===== config.mk =====
export PLATFORM = sky130hd
export DESIGN_NAME = ep_buf_exerciser
export DESIGN_NICKNAME = d
export VERILOG_FILES = /design/src/rtl/ep_buf_exerciser_pkg.sv /design/src/rtl/ep_buf_pattern_gen.sv /design/src/rtl/ep_buf_exerciser.sv
export SDC_FILE = /design/constraint.sdc
export NUM_CORES = 1
export LEC_CHECK = 0
export ABC_AREA = 1
export CAP_MARGIN = 20
export CORE_MARGIN = 5
export CORE_UTILIZATION = 35
export CTS_BUF_LIST = sky130_fd_sc_hd__clkbuf_16
export DETAILED_ROUTE_END_ITERATION = 12
export PLACE_DENSITY_LB_ADDON = 0.3
export SETUP_SLACK_MARGIN = 0.2
export SLEW_MARGIN = 20
export SYNTH_ARGS = -nofsm -noshare
export SYNTH_HDL_FRONTEND = slang
export SYNTH_HIERARCHICAL = 1
export SYNTH_SLANG_ARGS = --single-unit

===== constraint.sdc =====
create_clock -name clk -period 2.05 [get_ports clk]
set_clock_uncertainty 0.15 [all_clocks]
set_input_delay 0.41 -clock clk [delete_from_list [all_inputs] [get_ports clk]]
set_output_delay 0.41 -clock clk [all_outputs]
set_load 0.005 [all_outputs]

===== src/rtl/ep_buf_exerciser_pkg.sv =====
`default_nettype none
// ============================================================================
// Module      : ep_buf_exerciser_pkg
// Description : Shared FSM state encoding and pattern-mode constants for the
//               endpoint buffer RAM self-test engine.
// Revision    : 1.0 - initial release
// ============================================================================
package ep_buf_exerciser_pkg;

    // Engine sequencer states
    typedef logic [2:0] state_t;
    localparam state_t ST_IDLE  = 3'd0;
    localparam state_t ST_WRITE = 3'd1;
    localparam state_t ST_READ  = 3'd2;
    localparam state_t ST_DRAIN = 3'd3;
    localparam state_t ST_FIN   = 3'd4;

    // Test pattern selection
    typedef logic [1:0] mode_t;
    localparam mode_t MODE_ADDR  = 2'd0;
    localparam mode_t MODE_INV   = 2'd1;
    localparam mode_t MODE_LFSR  = 2'd2;
    localparam mode_t MODE_CONST = 2'd3;

endpackage : ep_buf_exerciser_pkg
`default_nettype wire


===== src/rtl/ep_buf_pattern_gen.sv =====
`default_nettype none
// ============================================================================
// Module      : ep_buf_pattern_gen
// Description : Produces the test word for the current address. Holds a
//               Galois LFSR that is restarted by init and advanced by step.
//               The address arrives already sized to the data width.
// Revision    : 1.0 - initial release
// ============================================================================
module ep_buf_pattern_gen
    import ep_buf_exerciser_pkg::*;
#(
    parameter int             DW   = 8,
    parameter logic [DW-1:0]  SEED = DW'(8'hA5),
    parameter logic [DW-1:0]  POLY = DW'(8'hB8)
) (
    input  logic          clk,
    input  logic          rst_n,
    input  logic [1:0]    mode,
    input  logic [DW-1:0] addr,
    input  logic          init,
    input  logic          step,
    output logic [DW-1:0] pattern
);

    // An all-zero LFSR would lock up, so a zero seed is replaced by 1
    localparam logic [DW-1:0] LFSR_INIT = (SEED == '0) ? DW'(1) : SEED;

    logic [DW-1:0] lfsr;
    logic [DW-1:0] lfsr_next;

    // Galois shift: drop the LSB and fold it back through the taps
    always_comb begin
        lfsr_next = (lfsr >> 1) ^ (lfsr[0] ? POLY : '0);
    end

    // LFSR register; init takes priority so the read pass restarts cleanly
    always_ff @(posedge clk or negedge rst_n) begin
        if (!rst_n) begin
            lfsr <= LFSR_INIT;
        end else if (init) begin
            lfsr <= LFSR_INIT;
        end else if (step) begin
            lfsr <= lfsr_next;
        end
    end

    // Select the word for the current mode
    always_comb begin
        pattern = addr;
        case (mode)
            MODE_ADDR:  pattern = addr;
            MODE_INV:   pattern = ~addr;
            MODE_LFSR:  pattern = lfsr;
            MODE_CONST: pattern = SEED;
            default:    pattern = addr;
        endcase
    end

endmodule : ep_buf_pattern_gen
`default_nettype wire


===== src/rtl/ep_buf_exerciser.sv =====
`default_nettype none
// ============================================================================
// Module      : ep_buf_exerciser
// Description : Endpoint buffer RAM self-test engine. Writes a pattern over
//               len words, reads them back, and counts/locates mismatches.
// Revision    : 1.0 - initial release
// ============================================================================
module ep_buf_exerciser
    import ep_buf_exerciser_pkg::*;
#(
    parameter int             AW   = 11,
    parameter int             DW   = 8,
    parameter int             ECW  = 16,
    parameter logic [DW-1:0]  SEED = DW'(8'hA5),
    parameter logic [DW-1:0]  POLY = DW'(8'hB8)
) (
    input  logic           clk,
    input  logic           rst_n,
    input  logic           start,
    input  logic [1:0]     mode,
    input  logic [AW:0]    len,
    output logic           busy,
    output logic           done,
    output logic           pass,
    output logic [ECW-1:0] err_cnt,
    output logic [AW-1:0]  first_err_addr,
    output logic [AW-1:0]  ram_waddr,
    output logic [DW-1:0]  ram_wdata,
    output logic           ram_we,
    output logic [AW-1:0]  ram_raddr,
    output logic           ram_re,
    input  logic [DW-1:0]  ram_rdata
);

    state_t         state;
    state_t         state_nxt;
    logic [1:0]     mode_q;
    logic [AW:0]    len_q;
    logic [AW-1:0]  addr_cnt;
    logic           last_word;
    logic           pass_q;
    logic [DW-1:0]  pattern;
    logic           gen_init;
    logic           gen_step;
    logic           cmp_v;
    logic [DW-1:0]  exp_q;
    logic [AW-1:0]  cmp_addr_q;

    // Last word of a pass; len_q already holds 2^AW for a len of 0
    assign last_word = ({1'b0, addr_cnt} == (len_q - (AW+1)'(1)));

    // Generator restarts at launch and again between the write and read passes
    assign gen_init = ((state == ST_IDLE) && start) || ((state == ST_WRITE) && last_word);
    assign gen_step = (state == ST_WRITE) || (state == ST_READ);

    ep_buf_pattern_gen #(
        .DW   (DW),
        .SEED (SEED),
        .POLY (POLY)
    ) u_pattern_gen (
        .clk     (clk),
        .rst_n   (rst_n),
        .mode    (mode_q),
        .addr    (DW'(addr_cnt)),
        .init    (gen_init),
        .step    (gen_step),
        .pattern (pattern)
    );

    // State register
    always_ff @(posedge clk or negedge rst_n) begin
        if (!rst_n) begin
            state <= ST_IDLE;
        end else begin
            state <= state_nxt;
        end
    end

    // Next-state logic; start is only honoured in IDLE
    always_comb begin
        state_nxt = state;
        case (state)
            ST_IDLE:  if (start)     state_nxt = ST_WRITE;
            ST_WRITE: if (last_word) state_nxt = ST_READ;
            ST_READ:  if (last_word) state_nxt = ST_DRAIN;
            ST_DRAIN: state_nxt = ST_FIN;
            ST_FIN:   state_nxt = ST_IDLE;
            default:  state_nxt = ST_IDLE;
        endcase
    end

    // Outputs decoded from state; RAM buses held at zero when idle
    always_comb begin
        busy      = (state == ST_WRITE) || (state == ST_READ) || (state == ST_DRAIN);
        done      = (state == ST_FIN);
        ram_we    = (state == ST_WRITE);
        ram_re    = (state == ST_READ);
        ram_waddr = (state == ST_WRITE) ? addr_cnt : '0;
        ram_wdata = (state == ST_WRITE) ? pattern  : '0;
        ram_raddr = (state == ST_READ)  ? addr_cnt : '0;
        pass      = (state == ST_FIN) ? (err_cnt == '0) : pass_q;
    end

    // Expected word and address delayed one stage to meet ram_rdata
    always_ff @(posedge clk or negedge rst_n) begin
        if (!rst_n) begin
            cmp_v      <= 1'b0;
            exp_q      <= '0;
            cmp_addr_q <= '0;
        end else begin
            cmp_v      <= (state == ST_READ);
            exp_q      <= pattern;
            cmp_addr_q <= addr_cnt;
        end
    end

    // Run setup, address counter, mismatch counting and result latch
    always_ff @(posedge clk or negedge rst_n) begin
        if (!rst_n) begin
            mode_q         <= MODE_ADDR;
            len_q          <= '0;
            addr_cnt       <= '0;
            err_cnt        <= '0;
            first_err_addr <= '0;
            pass_q         <= 1'b0;
        end else begin
            case (state)
                ST_IDLE: begin
                    if (start) begin
                        mode_q         <= mode;
                        len_q          <= (len == '0) ? {1'b1, {AW{1'b0}}} : len;
                        addr_cnt       <= '0;
                        err_cnt        <= '0;
                        first_err_addr <= '0;
                        pass_q         <= 1'b0;
                    end
                end
                ST_WRITE, ST_READ: begin
                    addr_cnt <= last_word ? '0 : addr_cnt + AW'(1);
                end
                ST_FIN: begin
                    pass_q <= (err_cnt == '0);
                end
                default: ;
            endcase

            // A zero count means no mismatch yet, so this is the first one
            if (cmp_v && (ram_rdata != exp_q)) begin
                if (err_cnt != {ECW{1'b1}}) begin
                    err_cnt <= err_cnt + ECW'(1);
                end
                if (err_cnt == '0) begin
                    first_err_addr <= cmp_addr_q;
                end
            end
        end
    end

endmodule : ep_buf_exerciser
`default_nettype wire


[Word level (Yosys, flattened, before mapping)]
Index checks and enable logic that the tools add are counted.
Storage, ports and cells
  register bits: 84
  input port bits: 25
Operators by class
  add/sub/neg operators: 3
  equal/unequal tests: 13
  mux-type cells: 26
  bitwise logic cells: 2
  reduce and logical (&&, ||, !) cells: 18
Operators by type and width (number)
  2-to-1 mux 11 bit: 8
  2-to-1 mux 16 bit: 4
  2-to-1 mux 8 bit: 4
  one-hot mux 8 bit (4 select lines): 1
  one-hot mux 11 bit (2 select lines): 1
  adder 16 x 1 -> 16 bit, second input constant: 1
  logical NOT 16 bit: 1
  inequality test 16 bit, second input constant: 1
  == test 11 x 12 -> 1 bit: 1
  logical NOT 12 bit: 1
  2-to-1 mux 12 bit: 1
  one-hot mux 3 bit (4 select lines): 1
  subtractor 12 x 1 -> 12 bit, second input constant: 1
  adder 11 x 1 -> 11 bit, second input constant: 1
  2-to-1 mux 3 bit: 3
  inequality test 8 bit: 1
  NOT 8 bit: 1
  XOR 7 x 8 -> 8 bit: 1
  == test 3 x 2 -> 1 bit, second input constant: 2
  AND reduction 2 bit: 3
  nonzero test 2 bit: 3
  == test 2 bit, second input constant: 2
  inequality test 2 x 1 -> 1 bit, second input constant: 2
  == test 3 x 1 -> 1 bit, second input constant: 1
  other kinds (11): 16

[Depth between registers and ports, before layout]
  depth in word-level cells: 5
  mapped depth: 15
  depth with buffers taken out: 15

[Hierarchy]
Netlist, hierarchy kept.
By module, submodules not included
  ep_buf_exerciser: instances 1, cells an instance 624, area each 4476.8 um^2, seq. area each 1901.8 um^2
  ep_buf_pattern_gen: instances 1, cells an instance 89, area each 549.3 um^2, seq. area each 205.2 um^2

[Least setup slack after synthesis]
No wires, ideal clock.
  path type: reg-to-reg
  start: register len_q[0]
  end: register u_pattern_gen.lfsr[5]
  library setup time: 0.073 ns
  arrival: 2.022 ns
  data required time: 1.827 ns
  slack: -0.195 ns
  stages on the path, launching flop included: 15
  path buffers: 0
  period minus slack after synthesis: 2.245 ns
  cell sequence: dfrtp_1 > inv_1 > ha_1 > inv_1 > nor2_1 > nand4_1 > nand3_1 > nand2_1 > nor3_1 > nand3b_1 > o21ai_1 > inv_2 > nand2_1 > nor2_1 > a21oi_1
On the way
  longest elaborated chain between the ends: 5
Ends and longest elaborated chain
  start: declaration: RTL line ep_buf_exerciser.sv:38  | logic [AW:0] len_q;
  start signal: assignment: RTL line ep_buf_exerciser.sv:131  | len_q <= (len == '0) ? {1'b1, {AW{1'b0}}} : len;
  subtractor 12 x 1 -> 12 bit (*): RTL line ep_buf_exerciser.sv:50  | assign last_word = ({1'b0, addr_cnt} == (len_q - (AW+1)'(1)));
  == test 11 x 12 -> 1 bit (*): RTL line ep_buf_exerciser.sv:50
  logical AND 1 bit (*): RTL line ep_buf_exerciser.sv:53  | assign gen_init = ((state == ST_IDLE) && start) || ((state == ST_WRITE) && last_word);
  logical OR 1 bit (*): RTL line ep_buf_exerciser.sv:53
  via gen_init: RTL line ep_buf_exerciser.sv:43  | logic gen_init;
  2-to-1 mux 8 bit / nonzero test 2 bit (equally long branches)
  end signal: assignment: RTL line ep_buf_pattern_gen.sv:43  | lfsr <= lfsr_next;
  end: declaration: RTL line ep_buf_pattern_gen.sv:28  | logic [DW-1:0] lfsr;
The timed path passes the listed nets; every way through them passes the cells marked *.
A chain may end at the register's enable or synchronous reset.

[Worst setup path after layout]
  start: register len_q[1]
  end: register u_pattern_gen.lfsr[1]
Same word-level chain as after synthesis.

==> impl_summary.log <==
[metrics] worst slack, placed: -237.1 ps
[metrics] Clk Tree Root Cell: clkbuf_16
[metrics] register clock-pin slew on the reported worst setup and hold paths: 60 ps
[metrics] y dimension of the die: 129.8 um
[metrics] 1st-iter DRT viols: 433
[metrics] Post-Syn Nets: 742
[metrics] worst reg2reg path startpoint: len_q[1]
[metrics] final-report hold violation count: 0
[metrics] number of buffers on the longest clock path: 2
[metrics] net switching component of the power: 5.576 mW
[metrics] RSZ-0062 raised after global routing: yes
[metrics] wire length reported by the detailed router: 18,040 um
[metrics] Post-Syn Instances: 713
[metrics] critical path type: register to register
[metrics] routed vias: 5,745
[metrics] total of warnings raised by yosys: 6
[metrics] cell internal power dissipation: 7.285 mW
[metrics] Least-Margin Pin Slew: 490.8 ps
[metrics] routed len/inst: 15.47 um
[metrics] accumulated negative setup slack: -6976 ps
[metrics] most area-hungry cell type in the Yosys netlist: dfrtp_1
[metrics] switching fraction of total power: 43.36%
[metrics] cell types occupying the most area after synthesis: dfrtp_1 (40%), nand2_1 (18%), inv_1 (6.4%)
[metrics] final setup vio count: 60
[metrics] post-route cell area: 8919 um^2
[metrics] fraction of the yosys area taken by sequential cells: 41.92%
[metrics] Final ANT Viol Nets: 0
[metrics] core outline area: 13,990 um^2
[metrics] global-route wire length before repair: 25,920 um
[metrics] maximum number of pins on one net before global-route repair: 40
[metrics] power share of the combinational group: 66.7%
[metrics] worst reg-to-reg path cell count: 15
[metrics] area of the mapped netlist: 5026 um^2
[metrics] Initial Util: 35.93%
[metrics] floorplan die width: 129.8 um
[metrics] vias per std cell: 4.927
[metrics] flip-flop and latch count after synthesis: 84
[metrics] leakage component of the power: 4.363 nW
[metrics] initial antenna violation count: 0
[metrics] max-cap violation count: 0
[metrics] Final GP Congestion: 0.9003
[metrics] clock tree from TritonCTS: built
[metrics] Final Hold Slack: 371.7 ps
[metrics] launching element of the worst setup path: len_q[1]
[metrics] H-tree levels: 3
[metrics] total count of max-transition violations in the final report: 0
[metrics] Critical R2R Capture: u_pattern_gen/lfsr[1]
[metrics] Clock Power Share: 12.7%
[metrics] vias in the first global route: 5,408
[metrics] fin crit share: 114.0%
[metrics] r2r setup slk: -290 ps
[metrics] Sequential Power Share: 20.6%
[metrics] Max Freq: 428.0 MHz
[metrics] post-layout min period: 2337 ps
[metrics] diodes inserted: 0
[metrics] total clock buffers created by CTS: 9
[metrics] signal arrival time at the worst endpoint: 2420 ps
[metrics] mean cell area of the mapped netlist: 7.049 um^2
[metrics] Residual DRC: 0
[metrics] Worst VDD drop: 819.5 uV
[metrics] violated checks: setup timing
[metrics] Die Outline Area: 16,860 um^2
[metrics] capturing element type of the critical path: register
[metrics] Critical path destination: u_pattern_gen/lfsr[1]
[metrics] cell area after placement: 6944 um^2
[metrics] min-delay worst type: register to register
[metrics] run status: finished with violations
[metrics] clock insertion delay at the later pin of the skew report: 350 ps
[metrics] I/O pin cnt: 87
[metrics] crit start category: register
[metrics] Port Buf Inserts: 86
[metrics] share of final-layout standard cells stronger than drive strength 1: 46.96%
[metrics] Site Rows: 43
[metrics] GR Overflow Total: 0
[metrics] overall fraction of global-route tracks in use: 19.37%
[metrics] post-layout total power: 12.86 mW
[metrics] TritonRoute pass-1 iters: 7
[metrics] Max-slew headroom: 66.98%
[metrics] TritonCTS Sinks: 84
[metrics] data required time of the critical path: 2130 ps
[metrics] worst-path maximum fanout: 4
[metrics] signed area change from the synthesized netlist to the final layout: 77.45%
[metrics] areal power density over the cells: 1442 nW/um^2
[metrics] number of different library cells in the post-synthesis netlist: 36
[metrics] final worst setup slack: -286.6 ps
[metrics] fraction of post-synthesis cell area in the top cell type by area: 39.83%
[metrics] number of nets in the finished design: 1,010
[metrics] hpwl dp: 11,050 um
-- critical path, stage by stage, from the launching register on --
cell and delay [ps]:
dfrtp_1 430, inv_2 100, ha_4 160, nand2_1 90, inv_1 80, nand2_1 60
nand2_1 70, nand2_2 70, nor2_2 110, nand2_1 60, nand3b_1 240, o21ai_4 290
buf_6 150, nor2_4 40, nand2_1 50, nand2_1 70
-- timing repair --
item,CTS,global route
setup buffers,40,28
endpoints found under the hold margin,32,0
setup endpoints to repair,102,98
hold buffers,1,0
pin swaps,46,76
cloned,1,7
resized for setup,264,245
-- worst min path at each step --
stage                            endpoint                  start  slack (ps)  depth (start not counted)
finish                          len_q[11]              len_q[11]         370                          2
global route                    len_q[11]              len_q[11]         400                          2
CTS                 u_pattern_gen/lfsr[1]  u_pattern_gen/lfsr[1]         360                          2
detailed placement               len_q[7]                  rst_n         250                          1
global placement                 len_q[6]                  rst_n         250                          1
floorplan                     addr_cnt[0]                  rst_n         -40                          0
-- area by class of cell --
type                    instances  area, um^2
inverters                      98       405.4
multi-input cells             512        3354
well taps                     180       225.2
flip-flops and latches         84        2113
fillers                      1121        5070
clock inverters                 7       62.56
clock buffers                   9       225.2
repair buffers                276        2532
-- state kept, by name, indices dropped and copies added, names as in the netlist --
name                flops
len_q                  12
cmp_v                   1
u_pattern_gen/lfsr      8
state                   3
pass_q                  1
cmp_addr_q             11
addr_cnt               11
exp_q                   8
mode_q                  2
err_cnt                16
first_err_addr         11
-- power groups by stage --
| stage | clock, mW | combinational, mW | sequential [mW] |
|---|---|---|---|
| after global routing | 1.72 | 9.22 | 2.71 |
| after global placement | 0 | 5.35 | 2.60 |
| after detailed placement | 0 | 5.38 | 2.60 |
| after floorplan | 0 | 2.88 | 2.60 |
| final | 1.63 | 8.58 | 2.65 |
| after CTS | 1.65 | 6.49 | 2.60 |
-- per-stage QoR --
| step | instances | utilization [%] |
|---|---|---|
| 2_1_floorplan | 713 | - |
| 3_3_place_gp | 1073 | 49.64 |
| 3_5_place_dp | 1073 | 49.64 |
| 4_1_cts | 1131 | 56.62 |
| 5_1_grt | 1166 | 63.76 |
| 6_report | 1166 | 63.76 |
-- cells by family (layout without fill, tap and decap cells) --
| logic type | after synthesis | count (layout) | synth area share [%] |
|---|---|---|---|
| simple gates | 404 | 404 | 34.65 |
| buf+inv | 117 | 390 | 9.211 |
| flops | 84 | 84 | 41.92 |
| compound gates | 70 | 70 | 7.294 |
| xor+xnor | 34 | 34 | 5.925 |
| fa+ha+maj | 4 | 4 | 0.9958 |
-- synthesized netlist by cell type --
library cell	instances
buf_6	2
or2_1	1
buf_1	2
o21ai_1	2
nor2_2	10
or2_2	1
o21ai_0	50
o211ai_1	1
nor3_1	14
nand2_2	3
o21bai_2	1
inv_1	86
inv_2	11
clkinv_1	1
buf_2	6
nor2_8	1
nor2_1	66
a21boi_0	1
dfrtp_1	80
nor3_2	1
clkbuf_1	8
nand3_1	50
a21oi_2	1
nand4_1	5
xor2_1	27
ha_1	4
xnor2_1	7
dfstp_2	4
a31oi_1	1
nor2_4	5
a21oi_1	13
nand3b_1	2
nor4_1	8
nand2_1	236
clkbuf_2	1
nand2_4	1
-- cells in the final DEF (no fill, tap or decap), types with 3 or more instances in the layout --
master and count:
a21oi_2 9, a21oi_4 3, buf_12 9, buf_2 28, buf_4 125, buf_6 50, buf_8 3, clkbuf_16 14
clkbuf_2 4, clkdlybuf4s50_1 34, dfrtp_1 75, dfrtp_2 5, dfstp_2 4, dlygate4sd2_1 14, inv_1 67, inv_2 22
inv_4 7, nand2_1 192, nand2_2 35, nand2_4 13, nand3_1 29, nand3_2 18, nand3_4 3, nand4_1 5
nor2_1 17, nor2_2 17, nor2_4 47, nor3_1 8, nor3_2 6, nor4_1 4, o21ai_0 12, o21ai_1 20
o21ai_2 19, xnor2_1 7, xor2_1 26
-- routing by layer --
metal / share of wire [%] / global-route usage [%] / wire length [um] / vias up
met5: 0 / 0 / 0 / -
met4: 2.9 / 5.440 / 516 / 0
met3: 4.5 / 4.011 / 815 / 45
met2: 51 / 32.61 / 9175 / 177
met1: 42 / 25.34 / 7527 / 2765
li1: - / - / - / 2758
(Power assumes the default switching activity.)
